==> src/rtl/controller.sv <==
// rtl/controller.sv - multicycle MIPS-subset control FSM with byte-wide instruction fetch
// Moore outputs decoded from state; pcen and R-type alucontrol are the only input-dependent outputs.
module controller (
  input  logic       clk,
  input  logic       reset,
  input  logic [5:0] op,
  input  logic [5:0] funct,
  input  logic       zero,
  output logic [2:0] alucontrol,
  output logic       alusrca,
  output logic [1:0] alusrcb,
  output logic       iord,
  output logic [3:0] irwrite,
  output logic       memtoreg,
  output logic       pcen,
  output logic       regdst,
  output logic       regwrite,
  output logic [1:0] pcsource,
  output logic       memwrite,
  output logic [3:0] state
);

  typedef enum logic [3:0] {
    FETCH1  = 4'd0,
    FETCH2  = 4'd1,
    FETCH3  = 4'd2,
    FETCH4  = 4'd3,
    DECODE  = 4'd4,
    MEMADR  = 4'd5,
    LBRD    = 4'd6,
    LBWR    = 4'd7,
    SBWR    = 4'd8,
    RTYPEEX = 4'd9,
    RTYPEWR = 4'd10,
    BEQEX   = 4'd11,
    JEX     = 4'd12,
    ADDIEX  = 4'd13
  } state_t;

  localparam logic [5:0] OP_LB    = 6'b100000;
  localparam logic [5:0] OP_SB    = 6'b101000;
  localparam logic [5:0] OP_RTYPE = 6'b000000;
  localparam logic [5:0] OP_BEQ   = 6'b000100;
  localparam logic [5:0] OP_J     = 6'b000010;
  localparam logic [5:0] OP_ADDI  = 6'b001000;

  state_t state_q;
  state_t next_state;
  logic   from_addi;
  logic   pcwrite;
  logic   branch;
  logic   regwrite_raw;
  logic   memwrite_raw;
  logic [3:0] irwrite_raw;

  // from_addi lets RTYPEWR double as the ADDI write-back state with rt as destination
  always_ff @(posedge clk or posedge reset) begin
    if (reset) begin
      state_q   <= FETCH1;
      from_addi <= 1'b0;
    end else begin
      state_q   <= next_state;
      from_addi <= (state_q == ADDIEX);
    end
  end

  always_comb begin
    next_state = FETCH1;
    case (state_q)
      FETCH1:  next_state = FETCH2;
      FETCH2:  next_state = FETCH3;
      FETCH3:  next_state = FETCH4;
      FETCH4:  next_state = DECODE;
      DECODE: begin
        case (op)
          OP_LB, OP_SB: next_state = MEMADR;
          OP_RTYPE:     next_state = RTYPEEX;
          OP_BEQ:       next_state = BEQEX;
          OP_J:         next_state = JEX;
          OP_ADDI:      next_state = ADDIEX;
          default:      next_state = FETCH1;
        endcase
      end
      MEMADR:  next_state = (op == OP_LB) ? LBRD : SBWR;
      LBRD:    next_state = LBWR;
      RTYPEEX: next_state = RTYPEWR;
      ADDIEX:  next_state = RTYPEWR;
      default: next_state = FETCH1;
    endcase
  end

  always_comb begin
    alucontrol   = 3'b010;
    alusrca      = 1'b0;
    alusrcb      = 2'b00;
    iord         = 1'b0;
    irwrite_raw  = 4'b0000;
    memtoreg     = 1'b0;
    regdst       = 1'b0;
    regwrite_raw = 1'b0;
    pcsource     = 2'b00;
    memwrite_raw = 1'b0;
    pcwrite      = 1'b0;
    branch       = 1'b0;
    case (state_q)
      FETCH1: begin irwrite_raw = 4'b0001; alusrcb = 2'b01; pcwrite = 1'b1; end
      FETCH2: begin irwrite_raw = 4'b0010; alusrcb = 2'b01; pcwrite = 1'b1; end
      FETCH3: begin irwrite_raw = 4'b0100; alusrcb = 2'b01; pcwrite = 1'b1; end
      FETCH4: begin irwrite_raw = 4'b1000; alusrcb = 2'b01; pcwrite = 1'b1; end
      DECODE: alusrcb = 2'b11;
      MEMADR, ADDIEX: begin alusrca = 1'b1; alusrcb = 2'b10; end
      LBRD:   iord = 1'b1;
      LBWR:   begin regwrite_raw = 1'b1; memtoreg = 1'b1; end
      SBWR:   begin iord = 1'b1; memwrite_raw = 1'b1; end
      RTYPEEX: begin
        alusrca = 1'b1;
        case (funct)
          6'b100010: alucontrol = 3'b110;
          6'b100100: alucontrol = 3'b000;
          6'b100101: alucontrol = 3'b001;
          6'b101010: alucontrol = 3'b111;
          default:   alucontrol = 3'b010;
        endcase
      end
      RTYPEWR: begin regwrite_raw = 1'b1; regdst = ~from_addi; end
      BEQEX: begin
        alusrca    = 1'b1;
        alucontrol = 3'b110;
        pcsource   = 2'b01;
        branch     = 1'b1;
      end
      JEX:    begin pcsource = 2'b10; pcwrite = 1'b1; end
      default: ;
    endcase
  end

  // write strobes are held off for the whole reset interval, not just until the next edge
  assign irwrite  = reset ? 4'b0000 : irwrite_raw;
  assign regwrite = regwrite_raw & ~reset;
  assign memwrite = memwrite_raw & ~reset;
  assign pcen     = (pcwrite | (branch & zero)) & ~reset;
  assign state    = state_q;

endmodule

==> config.mk <==
export PLATFORM = sky130hd
export DESIGN_NAME = controller
export DESIGN_NICKNAME = d
export VERILOG_FILES = /design/src/rtl/controller.sv
export SDC_FILE = /design/constraint.sdc
export NUM_CORES = 1
export LEC_CHECK = 0
export BUFFER_PORTS_ARGS = -buffer_cell sky130_fd_sc_hd__buf_2
export CORE_AREA = 2 2 39 41
export CTS_BUF_LIST = sky130_fd_sc_hd__clkbuf_4 sky130_fd_sc_hd__clkbuf_8
export CTS_CLUSTER_SIZE = 40
export DETAILED_ROUTE_END_ITERATION = 6
export DIE_AREA = 0 0 41 43
export PLACE_DENSITY = 0.81
export SLEW_MARGIN = 20
export SYNTH_ARGS = -nofsm -noshare
export SYNTH_HDL_FRONTEND = slang
export SYNTH_SLANG_ARGS = --single-unit
==> constraint.sdc <==
create_clock -name clk -period 2.89 [get_ports clk]
set_input_delay 0.4335 -clock clk [delete_from_list [all_inputs] [get_ports clk]]
set_output_delay 0.4335 -clock clk [all_outputs]
set_load 0.01 [all_outputs]
==> metrics, run 1 <==
Post-synth ARST share 1.00; mapped cell area around 540 um^2; Least-Margin Pin Slew 425 ps; RSZ-0062 raised after global routing no; setup TNS 0 ps; footprint of the multi-input gates 380 um^2; CTS root buffer clkbuf_4; DR iter-0 viols 14; number of enable flip-flop cells after synthesis 0; Util after Layout 0.540; H-tree levels 1; crit path launch type flip-flop; critical path class reg2out; Final Slew Violations 0; Yosys reg bits 5; GRT Overall Usage 0.202; crit end category output pin; worst hold path type in2async; total wire length 1530 um; Final ANT Viol Nets 0; worst setup margin 573 ps; routability cong. 0.775; Min Hold Slack 116 ps; DIE WIDTH 41 um; vias between 700 and 800; Psw 0.000275 W; TritonCTS Buffers 3; Skew-Pair Late Insertion Delay roughly 250 ps; Reg2Reg Setup Slack 1390 ps; unique cell type count in the Yosys netlist 37; Pint 0.000300 W; minimum clock period 2320 ps; TritonCTS clock tree built; Register Area 125 um^2; gr ovfl total 0; core area 1380 um^2; vias in the first global route ~550; pin count of the biggest net entering global routing 16; critical path capture point alucontrol[1]; sequential share of the synthesized area 0.231; Post-CTS Setup Inserts 0; setup violators final 0; layout net count about 130; most common cell after layout, fill and taps aside buf_2; Peak VDD IR 0.000315 V; hold violation count in the final report 0; max_cap viols 0; # hold bufs at CTS 0; post-CTS resize count 0; Area growth, synth to finish 38.2%; IO Port Bufs 36; Pwr per Cell Area 770 nW/um^2; Mapped Cells 73; Leak Pwr 0.379 nW; worst path arrival time ~1900 ps; crit path max fanout 14; antenna diode count 0; launch point of the critical path state[2]; initial antenna violation count 0; Slew headroom 0.717; Clock Pin Slew Worst Setup and Hold Paths 50 ps; WL/cell between 10 and 15 um; DRC violations left 0; Max Fclk roughly 430 MHz; first-pass GRT wire length around 2400 um; Flop pwr share 0.279; num rows 14; worst r2r dst state[3]; Setup WS pre-CTS 855 ps; status completed; Combinational Power Share 0.561; Reg-to-Reg Start state[3]; Initial Util 0.391; die height 43 um; syn_nets 88; hpwl dp 1210 um; main flop type after synthesis dfrtp_1; worst path required time 2460 ps; net switching share of the total power 0.479; Clock Sinks 5; fill cell count 135; DR pass1 iterations 4; Cells after DPL roughly 120; layout cells sized above 1 0.422; Ports 37; yosys warns 0; CTS max path bufs 2; crit share post-route 0.802; Clock Skews 7.42 ps; FF-to-FF path depth 3; Finished Layout Cells 125; power share of the clock group 0.160; Avg Cell Area, Syn 7.40 um^2; die area 1760 um^2; vias per inst 5.65; most frequent cells in the layout buf_2 (36), nor2_1 (14), a21oi_1 (6), dfrtp_1 (5)
-- state kept, by name, indices dropped and copies added (netlist names) --
| signal | count |
|---|---|
| from_addi | 1 |
| state | 4 |
-- routing by layer --
layer	vias to the layer above	global-route usage	wire, um
met5	-	0	0
li1	340	-	-
met4	0	0.160	61
met2	31	0.291	718
met3	7	0.0471	106
met1	328	0.243	646
-- power by group through the flow --
stage	Clock (W)	Combinational [W]	Sequential, W
after floorplan	0	0.000259	0.000124
after global placement	0	0.000316	0.000157
after detailed placement	0	0.000322	0.000160
after CTS	0.0000941	0.000323	0.000159
after global routing	0.0000977	0.000356	0.000168
final	0.0000923	0.000323	0.000160
-- synth_stat cells (2+ instances only) --
cell type | instances | area (um^2)
a21oi_1 | 6 | 30.0
clkbuf_1 | 2 | 7.51
dfrtp_1 | 5 | 125
inv_1 | 3 | 11.3
nand2_1 | 2 | 7.51
nand2b_1 | 4 | 25.0
nand3_1 | 2 | 10.0
nor2_1 | 14 | 52.6
nor3_1 | 4 | 20.0
o21ai_0 | 2 | 10.0
or2_2 | 2 | 12.5
or3_1 | 2 | 12.5
-- cell type report --
class / instances / area share
timing repair buffer: 36 / 0.241
clock buffer: 4 / 0.0402
tap: 16 / 0.0268
sequential: 5 / 0.168
multi-input combinational: 61 / 0.509
inverter: 3 / 0.0151
-- metrics by stage --
stage | power (W) | instance area (um^2)
2_1_floorplan | 0.000383 | 541
3_3_place_gp | 0.000474 | 717
3_5_place_dp | 0.000482 | 717
4_1_cts | 0.000576 | 747
5_1_grt | 0.000622 | 747
6_report | 0.000575 | 747
-- worst min-delay path by stage --
stage | end | slack [ps] | cells past startpoint
floorplan | from_addi | 230 | 1
global placement | state[2] | 380 | 2
detailed placement | from_addi | 380 | 2
CTS | state[2] | 120 | 2
global route | from_addi | 160 | 2
finish | from_addi | 120 | 2
-- critical path: stages (launching register included) --
cell and delay, ps:
dfrtp_1 510, nand2b_2 300, or4b_4 520, nand2b_1 150, buf_2 140
-- cell families (layout without fill, tap and decap cells) --
group | count (synthesis) | in the layout | share of synthesized area
simple gates | 42 | 42 | 0.454
fa+ha+maj | 1 | 1 | 0.0185
buf+inv | 7 | 43 | 0.0648
mux | 1 | 1 | 0.0185
compound gates | 17 | 17 | 0.213
flops | 5 | 5 | 0.231
No activity file was read; power rests on OpenSTA's default activity.
==> run 2: changes to the inputs <==
ABC_AREA = 1   (was default)
CORE_AREA = default   (was 2 2 39 41)
CORE_MARGIN = 1   (was default)
CORE_UTILIZATION = 42   (was default)
DIE_AREA = default   (was 0 0 41 43)
PLACE_DENSITY = 0.82   (was 0.81)
clock period = 2.3 ns   (was 2.89 ns; I/O delays follow)
==> run 2 against run 1 <==
Flip-flop and latch count unchanged. Largest power group unchanged. Cell count increased by 24%. First-iteration DRC count decreased by 29%. Routed wire length decreased by 4.7%. Synthesized cell count increased by 40%.
==> metrics, run 2 <==
CTS max path bufs 2 (unchanged); DR iter-0 viols 10 (-4); Largest register FFs 4 (unchanged); mapped cell area 554 um^2 (+2.5%); TritonCTS Buffers 3 (unchanged); max_cap viols 0 (unchanged); Initial Util 0.473 (+0.0827); setup violators final 0 (unchanged); RSZ-0062 raised after global routing no; layout net count 157 (+26%); Finished Layout Cells 155 (+24%); post-CTS resize count 0 (unchanged); post-synthesis compound-gate area fraction 0.0790 (-0.134); Slew headroom 0.841 (+0.124); layout cells sized above 1 0.369 (-0.0532); sequential share of the synthesized area 0.226 (-0.00575); vias 756 (+7.1%); main flop type after synthesis dfrtp_1; mux share of post-synthesis cell area 0 (-0.0185); Yosys reg bits 5 (unchanged); Max Fclk 566 MHz; die height 38.3 um (-11%); Synth top area share 0.226 (-0.00575); simple-gate share of the synthesized area 0.533 (+0.0790); IO Port Bufs 36 (unchanged); pin count of the biggest net entering global routing 10 (-6); TritonCTS clock tree built; Area growth, synth to finish 40.4%; largest family of logic cells by synthesized area simple AND/OR/NAND/NOR gates; Min Hold Slack 55.2 ps (-61.1 ps); worst hold path type in2async; vias in the first global route 559 (+2.0%); yosys warns 0 (unchanged); footprint of the multi-input gates 339 um^2 (-11%); most common cell in the synthesized netlist nand2_1; num rows 12 (-2); Area contributors post-synth dfrtp_1 (23%), nand2_1 (14%), inv_1 (12%); layer with the highest usage met2; met3 usage 0 (-0.0471); first-pass GRT wire length 2270 um (-4.1%); routability cong. 0.804 (+3.6%); most frequent cells in the layout buf_2 (36), nand2_1 (21), inv_1 (18), nor2_1 (17), nand3_1 (11); number of enable flip-flop cells after synthesis 0 (unchanged); DIE WIDTH 38.3 um (-6.5%); crit share post-route 0.768; fill cell count 116 (-14%); crit path max fanout 6 (-8); Ports 37 (unchanged); core area 1170 um^2 (-15%); Clock Sinks 5 (unchanged); # hold bufs at CTS 0 (unchanged); worst path arrival time 1420 ps (-460 ps); critical path class reg2out; gr ovfl total 0 (unchanged); most common cell after layout, fill and taps aside buf_2; Post-CTS Setup Inserts 0 (unchanged); setup TNS 0 ps (unchanged); antenna diode count 0 (unchanged); status completed; crit end category output pin; hold violation count in the final report 0 (unchanged); Pwr per Cell Area 899 nW/um^2 (+17%); Cells after DPL 151 (+25%); initial antenna violation count 0 (unchanged); Final ANT Viol Nets 0 (unchanged); die area 1470 um^2 (-17%); Clock Pin Slew Worst Setup and Hold Paths 40 ps (about the same); WL/cell 9.42 um (-23%); unique cell type count in the Yosys netlist 18 (-51%); Clock Skews 3.97 ps (-3.45 ps); GR Util met1 0.279 (+0.0352); Register Area 125 um^2 (unchanged); Peak VDD IR 0.000574 V (+83%); DRC violations left 0 (unchanged); total wire length 1460 um (-4.7%); Commonest cells post-synth nand2_1 (21), inv_1 (18), nor2_1 (17); adder-cell share of the synthesized area 0 (-0.0185); syn_nets 117 (+33%); DR pass1 iterations 4 (unchanged); hpwl dp 1250 um (+3.3%); Skew-Pair Late Insertion Delay 250 ps (about the same); Mapped Cells 102 (+40%); Least-Margin Pin Slew 237 ps (-187 ps); XOR/XNOR Fraction of Synth Area 0 (unchanged); crit path launch type flip-flop; Leak Pwr 0.501 nW (+32%); GR Layer Usage met2 0.369 (+0.0780); Final Slew Violations 0 (unchanged); top cell type by total area after synthesis dfrtp_1; Avg Cell Area, Syn 5.43 um^2 (-27%); worst path required time 1960 ps (-500 ps); vias per inst 4.88 (-14%); Post-synth ARST share 1.00 (unchanged); GRT Overall Usage 0.223 (+0.0209); minimum clock period 1770 ps; CTS root buffer clkbuf_4; H-tree levels 1 (unchanged)
==> run 2: metrics by stage <==
stage | power (W) | instance area [um^2] | util | setup slack (ps)
6_report | 0.000700 | 778 | 0.665 | 535
5_1_grt | 0.000767 | 778 | 0.665 | 406
4_1_cts | 0.000702 | 778 | 0.665 | 522
3_5_place_dp | 0.000583 | 748 | 0.639 | 798
3_3_place_gp | 0.000577 | 748 | 0.639 | 840
2_1_floorplan | 0.000438 | 554 | - | 867
==> run 2: cells by family (layout without fill, tap and decap cells) <==
family	Yosys count	after routing
AND/OR/NAND/NOR	65	65
AO/OA/AOI/OAI	8	8
buffers and inverters	24	63
flip-flops	5	5
==> run 2: layout make-up <==
cell class / count / share of cell area
Inverter: 23 / 0.111
Timing Repair Buffer: 36 / 0.232
Tap cell: 14 / 0.0225
Clock buffer: 4 / 0.0386
Sequential cell: 5 / 0.161
Multi-Input combinational cell: 73 / 0.436
==> run 2: power by group <==
part	leakage, nW	switching (W)	internal, W
clock network	0.0184	0.0000373	0.0000774
logic	0.417	0.000275	0.000151
registers	0.0652	0.0000411	0.000118
total	0.501	0.000354	0.000346
==> run 2: path summary, 6_finish.rpt <==
path                           from    endpoint  slack (ps)  depth (start not counted)
setup / recovery           state[0]  alusrcb[1]         530                          6
hold / removal                reset    state[0]          60                          2
setup reg to reg           state[0]    state[1]        1180                          5
hold reg to reg            state[2]   from_addi         620                          2
max in group asynchronous     reset    state[2]        2070                          2
min in group clk              op[2]    state[1]         400                          3
==> run 2: worst max-delay path, stage by stage (launching register included) <==
cell and delay (ps):
dfrtp_1 430, nor2_2 190, inv_1 70, nor2_2 180, inv_1 80, o21ai_0 70
buf_2 150
==> run 2: routing by layer <==
layer / wire length (um) / vias up / part of all wire
met4: 28 / 0 / 0.019
met2: 712 / 32 / 0.49
met1: 639 / 323 / 0.44
li1: - / 398 / -
met3: 80 / 3 / 0.055
met5: 0 / - / 0
